===== config.mk =====
export PLATFORM = sky130hd
export DESIGN_NAME = lsu_mem_master
export DESIGN_NICKNAME = d
export VERILOG_FILES = /design/src/rtl/lsu_mem_master.sv
export SDC_FILE = /design/constraint.sdc
export NUM_CORES = 1
export LEC_CHECK = 0
export CELL_PAD_IN_SITES_DETAIL_PLACEMENT = 0
export CELL_PAD_IN_SITES_GLOBAL_PLACEMENT = 2
export CORE_MARGIN = 1
export CORE_UTILIZATION = 23
export CTS_CLUSTER_DIAMETER = 50
export DETAILED_ROUTE_END_ITERATION = 10
export GPL_ROUTABILITY_DRIVEN = 0
export HOLD_SLACK_MARGIN = 0.08
export PLACE_DENSITY_LB_ADDON = 0.1
export SLEW_MARGIN = 20
export SYNTH_ARGS = -nofsm -noshare
export SYNTH_HDL_FRONTEND = slang
export SYNTH_SLANG_ARGS = --single-unit

===== constraint.sdc =====
create_clock -name clk -period 2.1 [get_ports clk]
set_input_delay 0.21 -clock clk [delete_from_list [all_inputs] [get_ports clk]]
set_output_delay 0.21 -clock clk [all_outputs]
set_load 0.01 [all_outputs]

===== src/rtl/lsu_mem_master.sv =====
// lsu_mem_master: single-outstanding load/store unit bus master.
// Accepts one RV32 load/store at a time, drives a word-addressed memory
// with byte write enables and formats load data by size/sign.
// Optional feature macro: MISALIGN_CHECK_EN. When it is defined, misaligned
// H/W accesses are rejected. When it is undefined, they are silently aligned.
module lsu_mem_master (
  input  logic        clk,
  input  logic        reset,
  input  logic        req_valid,
  output logic        req_ready,
  input  logic        req_we,
  input  logic [2:0]  req_funct3,
  input  logic [31:0] req_addr,
  input  logic [31:0] req_wdata,
  output logic        rsp_valid,
  output logic [31:0] rsp_rdata,
  output logic        rsp_misaligned,
  output logic [31:0] mem_addr,
  output logic        mem_ren,
  input  logic [31:0] mem_rdata,
  output logic [31:0] mem_wdata,
  output logic [3:0]  mem_wmask
);

  typedef enum logic [1:0] {
    IDLE  = 2'd0,
    ISSUE = 2'd1,
    WAIT  = 2'd2,
    DONE  = 2'd3
  } state_t;

  state_t      state_q, state_d;
  logic        we_q;
  logic [2:0]  funct3_q;
  logic [1:0]  off_q;
  logic [31:0] mem_addr_q;
  logic [31:0] mem_wdata_q;
  logic [31:0] rsp_rdata_q;
  logic        rsp_mis_q;

  logic        accept;
  logic        misaligned;
  logic [1:0]  eff_off;

  // funct3[1:0]: 00 byte, 01 half, anything else (incl. reserved codes) word.
  // funct3[2] selects zero-extension for loads.
  function automatic logic is_byte(input logic [2:0] f3);
    return (f3[1:0] == 2'b00);
  endfunction

  function automatic logic is_half(input logic [2:0] f3);
    return (f3[1:0] == 2'b01);
  endfunction

  // Byte enables for a store of the given size at the given byte lane.
  function automatic logic [3:0] store_mask(input logic [2:0] f3,
                                            input logic [1:0] off);
    logic [3:0] m;
    m = 4'b1111;
    if (is_byte(f3))
      m = 4'b0001 << off;
    else if (is_half(f3))
      m = 4'b0011 << off;
    return m;
  endfunction

  // Store data replicated across all lanes so the mask alone picks the bytes.
  function automatic logic [31:0] store_data(input logic [2:0]  f3,
                                             input logic [31:0] wd);
    logic [31:0] d;
    d = wd;
    if (is_byte(f3))
      d = {4{wd[7:0]}};
    else if (is_half(f3))
      d = {2{wd[15:0]}};
    return d;
  endfunction

  // Shift the addressed lane down to bit 0, then mask or sign-extend.
  function automatic logic [31:0] load_format(input logic [2:0]  f3,
                                              input logic [1:0]  off,
                                              input logic [31:0] rd);
    logic [31:0] s;
    logic [31:0] r;
    logic [4:0]  shamt;
    shamt = {off, 3'b000};
    s     = rd >> shamt;
    r     = rd;
    if (is_byte(f3))
      r = f3[2] ? {24'd0, s[7:0]} : {{24{s[7]}}, s[7:0]};
    else if (is_half(f3))
      r = f3[2] ? {16'd0, s[15:0]} : {{16{s[15]}}, s[15:0]};
    return r;
  endfunction

`ifdef MISALIGN_CHECK_EN
  // Accesses that pass the check are naturally aligned, so the raw offset is usable.
  assign misaligned = (is_half(req_funct3) && req_addr[0]) ||
                      (!is_byte(req_funct3) && !is_half(req_funct3) &&
                       (req_addr[1:0] != 2'b00));
  assign eff_off    = req_addr[1:0];
`else
  // Without the check, the low offset bits below the access size are dropped.
  assign misaligned = 1'b0;
  assign eff_off    = is_byte(req_funct3) ? req_addr[1:0] :
                      is_half(req_funct3) ? {req_addr[1], 1'b0} :
                                            2'b00;
`endif

  assign accept = req_valid && req_ready;

  // State register; reset drops any operation in flight.
  always_ff @(posedge clk) begin
    if (reset)
      state_q <= IDLE;
    else
      state_q <= state_d;
  end

  // Next-state and bus strobes; strobes are live only in ISSUE.
  always_comb begin
    state_d   = state_q;
    req_ready = 1'b0;
    rsp_valid = 1'b0;
    mem_ren   = 1'b0;
    mem_wmask = 4'b0000;
    case (state_q)
      IDLE: begin
        req_ready = 1'b1;
        if (req_valid)
          state_d = misaligned ? DONE : ISSUE;
      end
      ISSUE: begin
        if (we_q) begin
          mem_wmask = store_mask(funct3_q, off_q);
          state_d   = DONE;
        end else begin
          mem_ren = 1'b1;
          state_d = WAIT;
        end
      end
      WAIT: begin
        state_d = DONE;
      end
      DONE: begin
        rsp_valid = 1'b1;
        state_d   = IDLE;
      end
      default: begin
        state_d = IDLE;
      end
    endcase
  end

  // Request latch, bus address/data, and response data registers.
  always_ff @(posedge clk) begin
    if (reset) begin
      we_q        <= 1'b0;
      funct3_q    <= 3'b000;
      off_q       <= 2'b00;
      mem_addr_q  <= 32'd0;
      mem_wdata_q <= 32'd0;
      rsp_rdata_q <= 32'd0;
      rsp_mis_q   <= 1'b0;
    end else if (accept) begin
      we_q        <= req_we;
      funct3_q    <= req_funct3;
      off_q       <= eff_off;
      rsp_rdata_q <= 32'd0;
      rsp_mis_q   <= misaligned;
      if (!misaligned) begin
        mem_addr_q <= {req_addr[31:2], 2'b00};
        if (req_we)
          mem_wdata_q <= store_data(req_funct3, req_wdata);
      end
    end else if (state_q == WAIT) begin
      rsp_rdata_q <= load_format(funct3_q, off_q, mem_rdata);
    end
  end

  assign mem_addr       = mem_addr_q;
  assign mem_wdata      = mem_wdata_q;
  assign rsp_rdata      = rsp_rdata_q;
  assign rsp_misaligned = rsp_mis_q;

endmodule


==> results by group <==
Outcome
  – Outcome: completed

Routing
  – Drt drc: 0
  – Final ANT Viol Nets: 0
  – Vias: about 4.8k
  – DRT iter0 DRCs: approximately 290
  – Vias per inst: between 4 and 5
  – Avg WL per Cell: ~16 µm
  – Routed wire length: 16900 µm
  – Drt pass-1 iters: 5

Die
  – I/O pin count: 207
  – Num rows: slightly above 50
  – DIE AREA: between 20000 and 25000 µm²
  – Die Y-Extent: roughly 140 µm
  – Starting density of the core: a little under a quarter
  – Die Wd: ~140 µm
  – CORE AREA: approximately 20000 µm²

Final layout
  – Multi-input gate area: between 2000 and 2500 µm²
  – Design area: about 7300 µm²
  – Fraction of layout cells with a size suffix above 1: under 10%
  – Most common cell after layout, fill and taps aside: clkdlybuf4s50_1
  – Nets: 871
  – Ant diodes: 0
  – Register Area: about 2000 µm²
  – Layout area overhead: 57.3%
  – # fillers: about 2.1k
  – Commonest non-fill, non-tap cells in the layout: clkdlybuf4s50_1 (198), nand2_1 (142), dfxtp_1 (100)

Pwr
  – Cell Int Power: 4.67 mW
  – Net switching power: between 2 and 3 mW
  – Peak supply drop: about 0.48 mV
  – Power per cell area: between 900 and 1000 nW/µm²
  – Logic pwr share: 40.7%
  – Clock Power Share: 23.6%
  – Leakage: 2.60 nW
  – Switching part of the total: between 30% and 40%
  – Share of power burned in registers: 35.7%

Clocking
  – Max Root-Sink Buffers: 2
  – Clock-pin transition on the worst setup and hold timing paths: around 0.070 ns
  – H-tree depth: 3
  – # hold bufs at CTS: 0
  – TritonCTS clock tree: done
  – Clock latency on the worst-skew pair: about 0.35 ns
  – CTS Root Buffer Type: clkbuf_16
  – Cts bufs inserted: 9
  – CTS Sinks: ~100

STA
  – Clock skew: just over 0.01 ns
  – Slew headroom: about two thirds
  – Final setup viols: 0
  – Final setup TNS: 0 ns
  – Slew Viols, Final: 0
  – Unrepaired setup endpoints after global routing: false
  – Final cycle utilization of the critical path: between 90% and 100%
  – Fin. Hold Viols: 0
  – Fmax achieved: between 500 and 600 MHz
  – Worst-Margin Slew: about 0.51 ns
  – Period minus WS final: between 1.5 and 2 ns

Place
  – # port buffers: slightly above 200
  – Post-DP HPWL: 12500 µm
  – Placed cell area: about 7000 µm²

Global routing
  – Largest net degree at the start of global routing: 64
  – Global-route wire length before repair: roughly 26000 µm
  – Total grt overflow: 0
  – Vias in the first global route: around 4.6k
  – Total track usage: ~16%
  – Initial antenna violation count: 1

Synthesis
  – Ranking of synthesized cells by area: dfxtp_1 (44%), nand2_1 (12%), a21oi_1 (6.6%)
  – FF+latch count, synth: ~100
  – Post-synth EDFFs: 0
  – Ys Warns: 0
  – Mapped Avg Cell Area: approximately 8 µm²
  – Post-synth top flop: dfxtp_1
  – Synth top area share: a little over two fifths
  – FFs w/ async S/R, synth: 0%
  – Synthesized instance count: roughly 570
  – Count of cell types in the netlist: 38
  – Post-synthesis sequential area ratio: a little over two fifths
  – Post-synth top area cell: dfxtp_1
  – Post-Syn Area: between 4000 and 5000 µm²

Critical path
  – Worst Setup EP: mem_ren
  – Setup crit start: state_q[1]
  – Reg-to-reg slack, setup: ~0.19 ns
  – Max Fanout on Critical Path: 5
  – Worst path arrival time: 1.70 ns
  – Start of the worst register-to-register path: off_q[0]
  – R2R cell count: 5
  – R2r endpoint: rsp_rdata[24]
  – Critical setup path kind: reg2out
  – CP Capture Type: primary output
  – Startpoint types: flip-flop
  – Worst path required time: about 1.9 ns

Job
  – Max Cap Viol: 0

Worst hold path
  – Hold WC Path Type: in2reg
worst min-delay path by stage:
stage	startpoint	end	slack [ns]	cells after the start
finish	reset	state_q[1]	0.37	3
global route	reset	off_q[0]	0.39	3
CTS	reset	state_q[1]	0.36	3
detailed placement	mem_addr[8]	mem_addr[8]	0.45	2
global placement	mem_wdata[5]	mem_wdata[5]	0.44	2
floorplan	req_funct3[2]	funct3_q[2]	0.35	2
flip-flops by register name, indices dropped and copies added, names as in the netlist:
register,flops
state_q,2
we_q,1
off_q,2
funct3_q,3
mem_wdata,32
mem_addr,30
rsp_rdata,32
cell usage after synthesis (all sizes together), types with 2 or more instances:
library cell	number
mux2i	26
a222oi	8
o211ai	9
o221ai	7
o2bb2ai	8
nand2	143
dfxtp	102
clkbuf	35
a21oi	62
a211oi	8
nand2b	11
inv	4
nor2	28
nor2b	2
o21ai	42
ha	8
a311oi	8
nand3b	2
a2bb2oi	7
buf	18
a31oi	16
o22ai	10
logic make-up (layout without fill, tap and decap cells):
family | count (synthesis) | in the layout | share of synthesized area [%]
AOI/OAI and AO/OA | 187 | 187 | 25.6
other | 1 | 3 | 0.0807
adders and majority gates | 8 | 8 | 2.16
and+or+nand+nor | 191 | 191 | 16.7
buffers and inverters | 57 | 247 | 5.39
muxes | 27 | 27 | 6.09
DFF | 102 | 102 | 44.0
power by group through the flow:
stage          logic (mW)  registers (mW)  clock network [mW]
2_1_floorplan        1.33            2.75                   0
3_3_place_gp         2.93            2.59                   0
3_5_place_dp         2.96            2.61                   0
4_1_cts              2.99            2.57                1.77
5_1_grt              3.23            2.62                1.84
6_report             2.93            2.57                1.70
layer usage:
layer	wire (µm)	vias up	global-route usage (%)
li1	-	2385	-
met4	308	2	6.05
met3	1250	19	4.67
met5	13	-	0
met2	7920	159	26.6
met1	7430	2209	20.5
critical path, cell delays in order, from the launching register on:
cell,delay (ns)
dfxtp_1,0.35
inv_1,0.09
ha_1,0.17
nor2b_1,0.17
clkdlybuf4s50_1,0.58
final cells by class:
type,count,area share [%]
inverters,4,0.205
repair buffers,227,30.8
clock buffers,11,3.18
flip-flops and latches,102,28.0
clock inverters,5,0.805
multi-input cells,416,32.5
well taps,265,4.54
stage by stage:
step	std cells	utilization (%)	hold slack, ns	power [mW]	setup WS, ns
2_1_floorplan	575	-	0.346	4.08	0.392
3_3_place_gp	1012	35.5	0.442	5.52	0.162
3_5_place_dp	1012	35.5	0.446	5.57	0.110
4_1_cts	1030	37.1	0.364	7.33	0.0238
5_1_grt	1030	37.2	0.390	7.70	0.0682
6_report	1030	37.2	0.372	7.19	0.190
what timing repair did:
action / CTS / global route
endpoints found under the hold margin: 0 / 0
buffers inserted: 2 / 0
endpoints found under the setup margin: 4 / 4
gates resized for setup: 8 / 5
(Power assumes the default switching activity.)
